## src/rtl/cu_pkg.sv

```systemverilog
// Shared encodings for the memory-access control unit: FSM states, trap causes,
// access sizes, opdecoder bit positions and the alignment/size legality helpers.
package cu_pkg;

    typedef enum logic [2:0] {
        ST_IDLE,
        ST_DECODE,
        ST_EXECUTE,
        ST_MEM_REQ,
        ST_MEM_WAIT,
        ST_WRITEBACK,
        ST_TRAP
    } state_t;

    typedef enum logic [1:0] {
        CAUSE_NONE     = 2'b00,
        CAUSE_MISALIGN = 2'b01,
        CAUSE_TIMEOUT  = 2'b10,
        CAUSE_ILL_SIZE = 2'b11
    } trap_cause_t;

    localparam logic [1:0] SIZE_BYTE   = 2'd0;
    localparam logic [1:0] SIZE_HALF   = 2'd1;
    localparam logic [1:0] SIZE_WORD   = 2'd2;
    localparam logic [1:0] SIZE_DOUBLE = 2'd3;

    localparam logic [1:0] SEL_RD_MEM = 2'b00;
    localparam logic [1:0] SEL_RD_IMM = 2'b01;

    localparam int CODE_LOAD  = 0;
    localparam int CODE_STORE = 8;
    localparam int CODE_LUI   = 13;

    // Registered control outputs, kept together so they share one register.
    typedef struct packed {
        logic       load_rs1;
        logic       load_rs2;
        logic       load_imm;
        logic       load_alu;
        logic       load_data_memory;
        logic       load_regfile;
        logic       load_pc;
        logic       mem_req;
        logic       write_mem;
        logic [1:0] mem_size;
        logic       mem_unsigned;
        logic [1:0] sel_rd;
        logic       busy;
        logic       done;
        logic       trap;
        logic [1:0] trap_cause;
    } ctrl_t;

    function automatic logic misaligned(input logic [1:0] size, input logic [2:0] addr);
        case (size)
            SIZE_HALF:   return addr[0];
            SIZE_WORD:   return addr[1:0] != 2'b00;
            SIZE_DOUBLE: return addr != 3'b000;
            default:     return 1'b0;
        endcase
    endfunction

    function automatic logic illegal_size(input logic [1:0] size, input logic uns,
                                          input logic xlen32);
        return (size == SIZE_DOUBLE) && (xlen32 || uns);
    endfunction

endpackage

```

## src/rtl/mem_wait_timer.sv

```systemverilog
// Counts cycles spent waiting on mem_ready; saturates at WAIT_MAX and flags
// expiry once the limit is reached.
module mem_wait_timer #(
    parameter int WAIT_MAX = 15
) (
    input  logic clk,
    input  logic rst,
    input  logic clear,
    input  logic enable,
    output logic expired
);

    localparam logic [7:0] LIMIT = 8'(WAIT_MAX);

    logic [7:0] count_q;

    always_ff @(posedge clk or posedge rst) begin
        if (rst) begin
            count_q <= '0;
        end else if (clear) begin
            count_q <= '0;
        end else if (enable && (count_q != LIMIT)) begin
            count_q <= count_q + 8'd1;
        end
    end

    assign expired = (count_q == LIMIT);

endmodule

```

## src/rtl/fsm_mem_access.sv

```systemverilog
// Load/store/lui control FSM with registered outputs decoded from the next state.
// Define MEM_MISALIGN_TRAP_EN to trap misaligned accesses (cause 01).
module fsm_mem_access
    import cu_pkg::*;
#(
    parameter int XLEN     = 64,
    parameter int WAIT_MAX = 15
) (
    input  logic        clk,
    input  logic        rst,
    input  logic        start,
    input  logic [31:0] ins,
    input  logic [31:0] code,
    input  logic [2:0]  addr_lo,
    input  logic        mem_ready,
    output logic        load_rs1,
    output logic        load_rs2,
    output logic        load_imm,
    output logic        load_alu,
    output logic        load_data_memory,
    output logic        load_regfile,
    output logic        load_pc,
    output logic        mem_req,
    output logic        write_mem,
    output logic [1:0]  mem_size,
    output logic        mem_unsigned,
    output logic [1:0]  sel_rd,
    output logic        busy,
    output logic        done,
    output logic        trap,
    output logic [1:0]  trap_cause
);

    localparam logic XLEN_IS_32 = (XLEN == 32);

    state_t      state_q, state_d;
    trap_cause_t cause_d;
    ctrl_t       ctrl_q, ctrl_d;
    logic        timer_clear, timer_en, timer_expired;
    logic        size_illegal, addr_misaligned;
    logic        unused_inputs;

    // Legality is judged on the size latched in DECODE, not the live instruction.
    assign size_illegal = illegal_size(ctrl_q.mem_size, ctrl_q.mem_unsigned, XLEN_IS_32);

`ifdef MEM_MISALIGN_TRAP_EN
    assign addr_misaligned = misaligned(ctrl_q.mem_size, addr_lo);
    assign unused_inputs   = ^{ins[31:15], ins[11:0], code[31:14], code[12:9], code[7:1]};
`else
    assign addr_misaligned = 1'b0;
    assign unused_inputs   = ^{ins[31:15], ins[11:0], code[31:14], code[12:9], code[7:1],
                               addr_lo};
`endif

    // The request cycle itself is counted, so the timer reads k in the k-th wait cycle.
    assign timer_clear = (state_d == ST_MEM_REQ);
    assign timer_en    = (state_q == ST_MEM_REQ) || (state_q == ST_MEM_WAIT);

    mem_wait_timer #(
        .WAIT_MAX (WAIT_MAX)
    ) u_wait_timer (
        .clk     (clk),
        .rst     (rst),
        .clear   (timer_clear),
        .enable  (timer_en),
        .expired (timer_expired)
    );

    always_ff @(posedge clk or posedge rst) begin
        if (rst) begin
            state_q <= ST_IDLE;
            ctrl_q  <= '0;
        end else begin
            state_q <= state_d;
            ctrl_q  <= ctrl_d;
        end
    end

    always_comb begin
        state_d = state_q;
        cause_d = CAUSE_NONE;
        case (state_q)
            ST_IDLE:     if (start) state_d = ST_DECODE;
            ST_DECODE:   state_d = code[CODE_LUI] ? ST_WRITEBACK : ST_EXECUTE;
            ST_EXECUTE: begin
                if (size_illegal) begin
                    state_d = ST_TRAP;
                    cause_d = CAUSE_ILL_SIZE;
                end else if (addr_misaligned) begin
                    state_d = ST_TRAP;
                    cause_d = CAUSE_MISALIGN;
                end else begin
                    state_d = ST_MEM_REQ;
                end
            end
            ST_MEM_REQ:  state_d = mem_ready ? ST_WRITEBACK : ST_MEM_WAIT;
            ST_MEM_WAIT: begin
                if (mem_ready) begin
                    state_d = ST_WRITEBACK;
                end else if (timer_expired) begin
                    state_d = ST_TRAP;
                    cause_d = CAUSE_TIMEOUT;
                end
            end
            default:     state_d = ST_IDLE;
        endcase
    end

    // load_data_memory lands in WRITEBACK, the cycle after the acknowledge of a load.
    always_comb begin
        ctrl_d      = '0;
        ctrl_d.busy = (state_d != ST_IDLE);
        if (state_d == ST_DECODE) begin
            ctrl_d.mem_size     = ins[13:12];
            ctrl_d.mem_unsigned = ins[14];
        end else if (state_d != ST_IDLE) begin
            ctrl_d.mem_size     = ctrl_q.mem_size;
            ctrl_d.mem_unsigned = ctrl_q.mem_unsigned;
        end
        case (state_d)
            ST_DECODE: begin
                ctrl_d.load_rs1 = 1'b1;
                ctrl_d.load_rs2 = 1'b1;
                ctrl_d.load_imm = 1'b1;
            end
            ST_EXECUTE:  ctrl_d.load_alu = 1'b1;
            ST_MEM_REQ, ST_MEM_WAIT: begin
                ctrl_d.mem_req   = 1'b1;
                ctrl_d.write_mem = code[CODE_STORE];
            end
            ST_WRITEBACK: begin
                ctrl_d.load_pc          = 1'b1;
                ctrl_d.done             = 1'b1;
                ctrl_d.load_regfile     = code[CODE_LOAD] | code[CODE_LUI];
                ctrl_d.sel_rd           = code[CODE_LUI] ? SEL_RD_IMM : SEL_RD_MEM;
                ctrl_d.load_data_memory = code[CODE_LOAD] &&
                                          ((state_q == ST_MEM_REQ) || (state_q == ST_MEM_WAIT));
            end
            ST_TRAP: begin
                ctrl_d.trap       = 1'b1;
                ctrl_d.trap_cause = cause_d;
            end
            default: ;
        endcase
    end

    assign load_rs1         = ctrl_q.load_rs1;
    assign load_rs2         = ctrl_q.load_rs2;
    assign load_imm         = ctrl_q.load_imm;
    assign load_alu         = ctrl_q.load_alu;
    assign load_data_memory = ctrl_q.load_data_memory;
    assign load_regfile     = ctrl_q.load_regfile;
    assign load_pc          = ctrl_q.load_pc;
    assign mem_req          = ctrl_q.mem_req;
    assign write_mem        = ctrl_q.write_mem;
    assign mem_size         = ctrl_q.mem_size;
    assign mem_unsigned     = ctrl_q.mem_unsigned;
    assign sel_rd           = ctrl_q.sel_rd;
    assign busy             = ctrl_q.busy;
    assign done             = ctrl_q.done;
    assign trap             = ctrl_q.trap;
    assign trap_cause       = ctrl_q.trap_cause;

endmodule

```

## config.mk

```make
export PLATFORM = sky130hd
export DESIGN_NAME = fsm_mem_access
export DESIGN_NICKNAME = d
export VERILOG_FILES = /design/src/rtl/cu_pkg.sv /design/src/rtl/mem_wait_timer.sv /design/src/rtl/fsm_mem_access.sv
export SDC_FILE = /design/constraint.sdc
export NUM_CORES = 1
export LEC_CHECK = 0
export ABC_CLOCK_PERIOD_IN_PS = 2390
export CAP_MARGIN = 20
export CORE_MARGIN = 4
export CORE_UTILIZATION = 34
export DETAILED_ROUTE_END_ITERATION = 6
export GPL_TIMING_DRIVEN = 0
export PLACE_DENSITY = 0.79
export SYNTH_ARGS = -nofsm -noshare
export SYNTH_HDL_FRONTEND = slang
export SYNTH_SLANG_ARGS = --single-unit
```

## constraint.sdc

```tcl
create_clock -name clk -period 2.39 [get_ports clk]
set_clock_uncertainty 0.2 [all_clocks]
set_input_delay 0.478 -clock clk [delete_from_list [all_inputs] [get_ports clk]]
set_output_delay 0.478 -clock clk [all_outputs]
set_load 0.005 [all_outputs]
```

Word level (Yosys, flattened, before mapping)
Cells that the tools add are included.
Widths: inputs -> output; s select.
{"block": "totals", "ff_bits": 30, "inputBits": 71, "out_inout_bits": 19, "elab_cells": 65}
{"block": "op_classes", "n_addsub": 1, "eq_ne": 14, "mux": 23, "bitwise_logic": 1, "reduce_logical": 8}
{"op": "$mux 3", "n": 10}
{"op": "$mux 8", "n": 2}
{"op": "$pmux 3 s5", "n": 1}
{"op": "$eq 3x2->1 const B", "n": 4}
{"op": "$eq 3x3->1 const B", "n": 4}
{"op": "$add 8x1->8 const B", "n": 1}
{"op": "$eq 8x4->1 const B", "n": 1}
{"op": "$mux 2", "n": 4}
{"op": "$ne 8x4->1 const B", "n": 1}
{"op": "$eq 3x1->1 const B", "n": 2}
{"op": "$mux 1", "n": 5}
{"op": "$pmux 2 s2", "n": 1}
{"op": "$logic_and 1x1->1", "n": 3}
{"op": "$logic_not 3->1", "n": 1}
{"op": "$reduce_bool 3->1", "n": 1}
{"op": "$eq 2x2->1 const B", "n": 1}
{"op": "$ne 2x1->1 const B", "n": 1}
{"op": "$reduce_bool 2->1", "n": 1}
{"op": "$reduce_or 2->1", "n": 1}
{"op": "$logic_or 1x1->1", "n": 1}
{"op": "$or 1x1->1", "n": 1}

Depth between registers and ports, before layout
Gate-level depths: netlist (run 1).
{"block": "depth", "word_depth": 7, "depth_mapped": 7, "depth_no_buf": 6}

By module
A second synthesis (run 1) with hierarchy kept.
{"block": "hier_totals", "hier_cells": 127, "hier_area_um2": 1327.5}
{"module": "fsm_mem_access", "n_inst": 1, "cells_per_inst": 79, "area_each_um2": 870.8, "seq_area_each_um2": 450.4}
{"module": "mem_wait_timer", "n_inst": 1, "cells_per_inst": 48, "area_each_um2": 456.7, "seq_area_each_um2": 200.2}

Least setup slack after synthesis (run 1)
OpenSTA, ideal clock, no wires.
{"block": "synth_timing", "path_type": "flip-flop to flip-flop", "from": "register state_q[1]", "to": "register ctrl_q, in the netlist mem_req", "arrival_ps": 1608, "required_time_ps": 2098, "path_slack_ps": 490, "stages_incl_launch_ff": 7, "n_path_buf": 1, "cell_sequence": "dfrtp_1 -> buf_6 -> and3b_4 -> or2_4 -> a221oi_4 -> inv_2 -> o31ai_2"}
{"item": "start: declaration", "line_no": "fsm_mem_access.sv:36", "text": "state_t state_q, state_d;"}
{"item": "start signal: assignment", "line_no": "fsm_mem_access.sv:74", "text": "state_q <= state_d;"}
{"item": "end signal: assignment", "line_no": "fsm_mem_access.sv:75", "text": "ctrl_q <= ctrl_d;"}
{"item": "end: declaration", "line_no": "fsm_mem_access.sv:38", "text": "ctrl_t ctrl_q, ctrl_d;"}

==> implementation parameters, run 1 <==
Parameter                              Value

Run status
  Outcome ... complete, no violations

Worst setup path
  Data arrival time of the worst path ... 2.04 ns
  Destination of the critical timing path ... mem_req
  Critical Path Fanout Max ... 10
  R2R cell count ... 6
  Startpoint-to-endpoint class of the critical path ... flip-flop to flip-flop
  Category of the worst setup path capture point ... flip-flop
  Launch instance of the worst register-to-register path ... state_q[1]
  Required time at the endpoint of the critical path ... 2.37 ns
  Flop-to-flop setup slack ... 0.34 ns
  Beginning of the critical path ... state_q[1]
  Kind of start point of the critical path ... flip-flop
  End of the worst register-to-register path ... mem_req

Floorplan
  Core Area ... 3468 um2
  I/O pin cnt ... 90
  Initial Util ... 36.51%
  Die ar. ... 4764 um2
  Chip Height ... 69.03 um
  Horiz. Die Dim ... 69.03 um
  Number of core rows ... 21

Min path
  Hold WC Path Type ... input pin to async pin

Timing
  Slew at the pin closest to its max-slew limit ... 0.6359 ns
  Highest clock frequency the design can meet ... 487.0 MHz
  Total negative slack for setup checks ... 0 ns
  Hold Vio Cnt, Final ... 0
  Final-layout worst hold slack ... 0.1982 ns
  Number of slew-limit violations in the final report ... 0
  RSZ-0062 raised after global routing ... false
  Final-report setup violation count ... 0
  Min cycle time layout ... 2.053 ns
  Portion of the clock cycle consumed by the worst path in the final layout ... 85.92%
  Worst relative slew slack ... 57.45%

Logic synthesis
  Number of flops mapped to enable cells by yosys ... 0
  Async set or reset register ratio after synthesis ... 100.0%
  Post-Synthesis Mean Instance Area ... 10.55 um2
  Most instantiated library cell after synthesis ... sky130_fd_sc_hd__dfrtp_1
  Commonest cells in the netlist ... 26 x sky130_fd_sc_hd__dfrtp_1, 8 x sky130_fd_sc_hd__a21oi_1, 7 x sky130_fd_sc_hd__nor2_1
  Synth cell types ... 42
  Top-area cell type share of the netlist area ... 51.38%
  Flops & latches, synth ... 26
  Cell taking the most area after synthesis ... sky130_fd_sc_hd__dfrtp_1
  Yosys Warn Count ... 0
  Cell count after synthesis ... 120
  Cell Area, Synth ... 1266 um2
  Share of synthesized area occupied by flip-flops and latches ... 51.38%
  Nets in the synthesized netlist ... 192
  Top flip-flop cell by instance count after synthesis ... sky130_fd_sc_hd__dfrtp_1
  Largest cells by area after synthesis ... sky130_fd_sc_hd__dfrtp_1 51%, sky130_fd_sc_hd__a21oi_1 3.2%, sky130_fd_sc_hd__buf_4 2.4%

Final layout
  Ant. Diodes ... 0
  Share of layout cells above drive strength 1 ... 15.13%
  Area growth from synthesis to layout ... 32.41%
  Final net count ... 225

Clock tree
  Number of clock sinks ... 26
  H-Tree Depth ... 1
  Worst-path clk slew ... 0.09 ns
  Number of buffers on the longest clock path ... 2
  PostCTS Resize Cnt ... 0
  Insertion delay to the later sink of the worst-skew pair ... 0.27 ns
  Number of hold buffers added after cts ... 0
  Clock buffer count from CTS ... 3
  Setup repair bufs after CTS ... 0
  Master cell of the clock root buffer ... sky130_fd_sc_hd__clkbuf_8
  TritonCTS clock tree ... built

Global routing
  Total global routing track utilization ... 11.45%
  Global-route wire length before repair ... 4560 um
  Maximum number of pins on one net before global-route repair ... 27
  Initial antenna violation count ... 0
  Number of global-route vias before repair ... 1,062
  Total gr overflow ... 0

Route
  Residual DRC ... 0
  Via count of the routed design ... 996
  Detailed-routing iteration count for the pre-antenna-repair pass ... 5
  Violation count after the first detailed-route iteration ... 87
  Avg WL per Cell ... 12.49 um
  Drt via density ... 5.030
  Sum of routed wire length over all layers ... 2474 um
  Antenna viol nets, final ... 0

Power and ir drop
  Power density over cell area ... 1100 nW/um2
  Static leakage ... 0.7318 nW
  Peak supply drop ... 0.3507 mV

Placed design
  Placer Congestion ... 0.8946
  Count of buffers inserted at the top-level ports ... 27
  Estimated wirelength of the detail-placed design ... 1881 um

Run
  Number of violations of the max-capacitance limit ... 0
==> worst max-delay path, stage by stage, from the launching register on <==
cell and delay [ns]:
sky130_fd_sc_hd__dfrtp_1 0.42, sky130_fd_sc_hd__buf_6 0.15, sky130_fd_sc_hd__and3b_4 0.20, sky130_fd_sc_hd__or2_4 0.25, sky130_fd_sc_hd__a221oi_4 0.41, sky130_fd_sc_hd__inv_2 0.12
sky130_fd_sc_hd__o31ai_2 0.22
==> cell type report <==
| cell class | count | area [um2] |
|---|---|---|
| Fill cell | 316 | 1792 |
| Buffer | 8 | 55.05 |
| Timing Repair Buffer | 28 | 297.8 |
| Multi-Input combinational cell | 81 | 541.8 |
| Clock buffer | 4 | 55.05 |
| Tap cell | 46 | 57.56 |
| Inverter | 5 | 18.77 |
| Sequential cell | 26 | 650.6 |
==> cell usage in the layout (no fill, tap or decap), drive strengths merged, types with 2 or more instances in the layout <==
cell           netlist  routed
a21oi                8       8
nor2b                2       2
nor2                 7       7
nor3                 5       5
and2                 2       2
clkdlybuf4s50        0      27
xor2                 2       2
buf                  8       9
o21ai                4       4
nor4b                2       2
dfrtp               26      26
clkbuf               0       4
mux2i                2       2
or2                  2       2
nand4                4       4
o31ai                2       2
o22ai                2       2
nand2                6       6
and3                 3       3
nand3                5       5
nor3b                4       4
inv                  5       5
nor4                 2       2
or3                  3       3
==> flip-flops by register name (all words and copies together), names as in the netlist <==
| name | flops |
|---|---|
| trap_cause | 2 |
| load_regfile | 1 |
| mem_req | 1 |
| load_data_memory | 1 |
| mem_size | 2 |
| busy | 1 |
| sel_rd | 1 |
| write_mem | 1 |
| done | 1 |
| load_alu | 1 |
| load_imm | 1 |
| state_q | 3 |
| u_wait_timer.count_q | 8 |
| trap | 1 |
| mem_unsigned | 1 |
==> routing by layer <==
metal  vias to the layer above  global-route usage [%]  part of all wire [%]
li1                        490                       -                     -
met5                         -                       0                     0
met4                         0                   4.989                   1.4
met2                        31                   20.97                    50
met3                         6                   3.052                   5.3
met1                       469                   12.17                    43
==> stage by stage <==
step	util, %	cells	setup slack [ns]	cell area [um2]	total power (W)
floorplan	-	120	0.4898	1266	0.001243
global placement	45.96	193	0.08614	1594	0.001535
detailed placement	45.96	193	0.06675	1594	0.001579
CTS	47.55	197	0.3336	1649	0.001857
global route	48.34	198	0.2045	1677	0.001994
finish	48.34	198	0.3366	1677	0.001844
==> worst min-delay path by stage <==
stage	cells after the start	end	start
floorplan	2	u_wait_timer.count_q[7]	u_wait_timer.count_q[7]
global placement	2	u_wait_timer.count_q[7]	u_wait_timer.count_q[7]
detailed placement	2	u_wait_timer.count_q[7]	u_wait_timer.count_q[7]
CTS	2	u_wait_timer.count_q[7]	u_wait_timer.count_q[7]
global route	2	load_alu	rst
finish	2	load_alu	rst
==> cell families (layout without fill, tap and decap cells) <==
kind of cell	after synthesis	in the layout	share of synthesized area, %
fa+ha+maj	1	1	0.9880
simple gates	50	50	23.12
flops	26	26	51.38
mux	3	3	2.470
compound gates	23	23	13.83
buf+inv	13	45	5.830
xor+xnor	3	3	2.075
other cells	1	1	0.2962
==> report_power, final <==
part	switching, W	total [W]	internal [W]
Clock	0.000132	0.000279	0.000147
Combinational	0.000432	0.000887	0.000455
Sequential	0.000102	0.000678	0.000576
Total	0.000666	0.00184	0.00118
Note: power is estimated with default switching activity, not from simulation.
==> run 2: changes to the inputs <==
- ABC_AREA: not set -> 1
- GPL_TIMING_DRIVEN: 0 -> not set
- PLACE_DENSITY: 0.79 -> 0.8
- SLEW_MARGIN: not set -> 30
==> run 2 against run 1 <==
Cell area is 6.2% lower. Sequential cell count stayed put. Sequential share of layout area is 2.6 points higher. Clock power is 22% lower. Hold slack better by 0.088 ns. Combinational power is 23% lower. Highest routed layer unchanged.
==> implementation parameters, run 2 <==
Parameter                              Value

Floorplan
  I/O pin cnt ... 90 (unchanged)
  Number of core rows ... 21 (unchanged)
  Core Area ... 3416 um2 (-1.5%)
  Die ar. ... 4648 um2 (-2.4%)
  Horiz. Die Dim ... 68.18 um (-1.2%)
  Initial Util ... 36.04% (-0.46 points)
  Chip Height ... 68.18 um (-1.2%)

Worst setup path
  Flop-to-flop setup slack ... 0.66 ns (+0.32 ns)
  Buf+Inv Stages, Crit Path ... 1 (-1)
  Ordered list of cells on the worst path ... clkdlybuf4s50_1
  Cell type of the slowest stage on the worst timing path ... sky130_fd_sc_hd__clkdlybuf4s50_1
  Category of the worst setup path capture point ... primary output
  Startpoint-to-endpoint class of the critical path ... flip-flop to primary output
  Beginning of the critical path ... mem_size[0]
  End of the worst register-to-register path ... u_wait_timer.count_q[1]
  Kind of start point of the critical path ... flip-flop
  Family with the most delay on the worst path ... buffers and inverters
  Required time at the endpoint of the critical path ... 1.71 ns (-0.66 ns)
  Launch instance of the worst register-to-register path ... u_wait_timer.count_q[1]
  Critical Path Max Stage Delay ... 0.52 ns (+0.10 ns)
  R2R cell count ... 8 (+2)
  Data arrival time of the worst path ... 1.25 ns (-0.79 ns)
  Critical Path Fanout Max ... 3 (-7)

Power and ir drop
  Clock power frac ... 13.9% (-1.2 points)
  Final Power ... 0.001563 W (-15%)
  Total internal power ... 0.0009802 W (-17%)
  Proportion of total power due to net switching ... 37.27% (+1.1 points)
  Combinational group share of total power ... 44.0% (-4.1 points)
  Power density over cell area ... 993.5 nW/um2 (-9.7%)
  Static leakage ... 0.7901 nW (+8.0%)
  Register share of total power ... 42.1% (+5.3 points)
  Sw power ... 0.0005824 W (-13%)
  Peak supply drop ... 0.5767 mV (+64%)

Timing
  Final-report setup violation count ... 0 (unchanged)
  Portion of the clock cycle consumed by the worst path in the final layout ... 80.72% (-5.2 points)
  Number of slew-limit violations in the final report ... 0 (unchanged)
  Highest clock frequency the design can meet ... 518.3 MHz (+6.4%)
  Min cycle time layout ... 1.929 ns (-0.1242 ns)
  RSZ-0062 raised after global routing ... false
  Hold Vio Cnt, Final ... 0 (unchanged)
  Post-route worst setup slack ... 0.4608 ns (+0.1242 ns)
  Total negative slack for setup checks ... 0 ns (unchanged)

Placed design
  Setup Slack @ Placement ... 0.4546 ns (+0.3878 ns)
  Placer Congestion ... 0.8242 (-7.9%)
  Estimated wirelength of the detail-placed design ... 1752 um (-6.8%)
  Count of buffers inserted at the top-level ports ... 27 (unchanged)

Clock tree
  Clock buffer count from CTS ... 3 (unchanged)
  PostCTS Resize Cnt ... 0 (unchanged)
  H-Tree Depth ... 1 (unchanged)
  Setup repair bufs after CTS ... 0 (unchanged)
  Worst-path clk slew ... 0.13 ns (+0.04 ns)
  Master cell of the clock root buffer ... sky130_fd_sc_hd__clkbuf_4
  TritonCTS clock tree ... built
  Number of clock sinks ... 26 (unchanged)
  Insertion delay to the later sink of the worst-skew pair ... 0.33 ns (+0.06 ns)
  Number of buffers on the longest clock path ... 2 (unchanged)
  Number of hold buffers added after cts ... 0 (unchanged)

Final layout
  Area growth from synthesis to layout ... 27.74%
  Share of layout cells above drive strength 1 ... 15.98% (+0.84 points)
  Ant. Diodes ... 0 (unchanged)
  Most frequent cells in the layout ... 28 x sky130_fd_sc_hd__nand2_1, 27 x sky130_fd_sc_hd__clkdlybuf4s50_1, 26 x sky130_fd_sc_hd__dfrtp_1
  Filler cells ... 338 (+7.0%)
  Most common cell after layout, fill and taps aside ... sky130_fd_sc_hd__nand2_1
  Top flop regs ... u_wait_timer.count_q x8, state_q x3
  Number of flip-flops under the largest register name ... 8 (unchanged)
  Biggest register ... u_wait_timer.count_q
  Final net count ... 242 (+7.6%)

Route
  Detailed-routing iteration count for the pre-antenna-repair pass ... 4 (-1)
  Antenna viol nets, final ... 0 (unchanged)
  Violation count after the first detailed-route iteration ... 23 (-74%)
  Drt via density ... 4.498 (-11%)
  Via count of the routed design ... 967 (-2.9%)
  Sum of routed wire length over all layers ... 2259 um (-8.7%)
  Residual DRC ... 0 (unchanged)
  Avg WL per Cell ... 10.51 um (-16%)

Min path
  Hold WC Path Type ... input pin to async pin

Run
  Number of violations of the max-capacitance limit ... 0 (unchanged)

Logic synthesis
  Commonest cells in the netlist ... 28 x sky130_fd_sc_hd__nand2_1, 26 x sky130_fd_sc_hd__dfrtp_1, 17 x sky130_fd_sc_hd__inv_1
  Number of flops mapped to enable cells by yosys ... 0 (unchanged)
  Cell count after synthesis ... 141 (+18%)
  Top-area cell type share of the netlist area ... 52.85% (+1.5 points)
  Nets in the synthesized netlist ... 213 (+11%)
  Async set or reset register ratio after synthesis ... 100.0% (unchanged)
  Share of synthesized area occupied by flip-flops and latches ... 52.85% (+1.5 points)
  Flops & latches, synth ... 26 (unchanged)
  Most instantiated library cell after synthesis ... sky130_fd_sc_hd__nand2_1
  Synth cell types ... 21 (-50%)
  Top flip-flop cell by instance count after synthesis ... sky130_fd_sc_hd__dfrtp_1
  Cell Area, Synth ... 1231 um2 (-2.8%)
  Post-Synthesis Mean Instance Area ... 8.732 um2 (-17%)
  Cell taking the most area after synthesis ... sky130_fd_sc_hd__dfrtp_1
  Yosys Warn Count ... 0 (unchanged)
  Largest cells by area after synthesis ... sky130_fd_sc_hd__dfrtp_1 53%, sky130_fd_sc_hd__nand2_1 8.5%, sky130_fd_sc_hd__inv_1 5.2%

Global routing
  Total gr overflow ... 0 (unchanged)
  Total global routing track utilization ... 10.42% (-1.0 points)
  Initial antenna violation count ... 0 (unchanged)
  Number of global-route vias before repair ... 815 (-23%)
  Maximum number of pins on one net before global-route repair ... 27 (unchanged)
  Global-route wire length before repair ... 3498 um (-23%)

Run status
  Outcome ... complete, no violations
run 2: cell count changes after synthesis, moves of 4 or more:
cell | before | now
sky130_fd_sc_hd__o21ai_0 | 4 | 9
sky130_fd_sc_hd__nand2_1 | 6 | 28
sky130_fd_sc_hd__a21oi_1 | 8 | 0
sky130_fd_sc_hd__nor2_2 | 0 | 5
sky130_fd_sc_hd__nand2_2 | 0 | 6
sky130_fd_sc_hd__inv_1 | 3 | 17
sky130_fd_sc_hd__nand3_2 | 0 | 4
sky130_fd_sc_hd__nor2_1 | 7 | 13
run 2: area by class of cell:
type                            count  area, um2  share of cell area, %
Timing Repair Buffer               28      277.8                  17.66
Sequential cell                    26      650.6                  41.37
Inverter                           22      82.58                  5.251
Multi-Input combinational cell     89      467.9                  29.75
Clock buffer                        4      36.28                  2.307
Tap cell                           46      57.56                  3.660
run 2: power groups by stage:
| stage | Clock, W | Combinational [W] | Sequential [W] |
|---|---|---|---|
| floorplan | 0 | 0.000413 | 0.000660 |
| global placement | 0 | 0.000679 | 0.000666 |
| detailed placement | 0 | 0.000694 | 0.000664 |
| CTS | 0.000225 | 0.000696 | 0.000658 |
| global route | 0.000240 | 0.000763 | 0.000673 |
| finish | 0.000217 | 0.000687 | 0.000658 |
run 2: how the worst max path moves through the flow:
| stage | endpoint | cells past startpoint |
|---|---|---|
| floorplan | u_wait_timer.count_q[1] | 8 |
| global placement | load_regfile | 5 |
| detailed placement | write_mem | 5 |
| CTS | mem_size[0] | 1 |
| global route | mem_unsigned | 1 |
| finish | mem_size[0] | 1 |
run 2: stage by stage:
stage	instances	area, um2	util, %	hold slack, ns
final	215	1573	46.04	0.2860
after floorplan	141	1231	-	0.2698
after global placement	211	1536	44.98	0.3033
after CTS	215	1573	46.04	0.2897
after global routing	215	1573	46.04	0.3305
after detailed placement	211	1536	44.98	0.2993
run 2: per-layer routing:
layer	GRT usage [%]	part of all wire [%]	vias to the layer above
met2	14.08	39	32
met4	5.955	2.3	0
met1	14.68	52	434
met5	0	0	-
met3	2.956	6.9	7
li1	-	-	494
run 2: logic make-up after synthesis:
group / count (synthesis) / synth area share [%]
buffers and inverters: 26 / 9.147
DFF: 26 / 52.85
other: 1 / 0.3046
adders and majority gates: 1 / 1.016
AOI/OAI and AO/OA: 12 / 5.793
and+or+nand+nor: 71 / 28.05
xor gates and xnor gates: 4 / 2.846
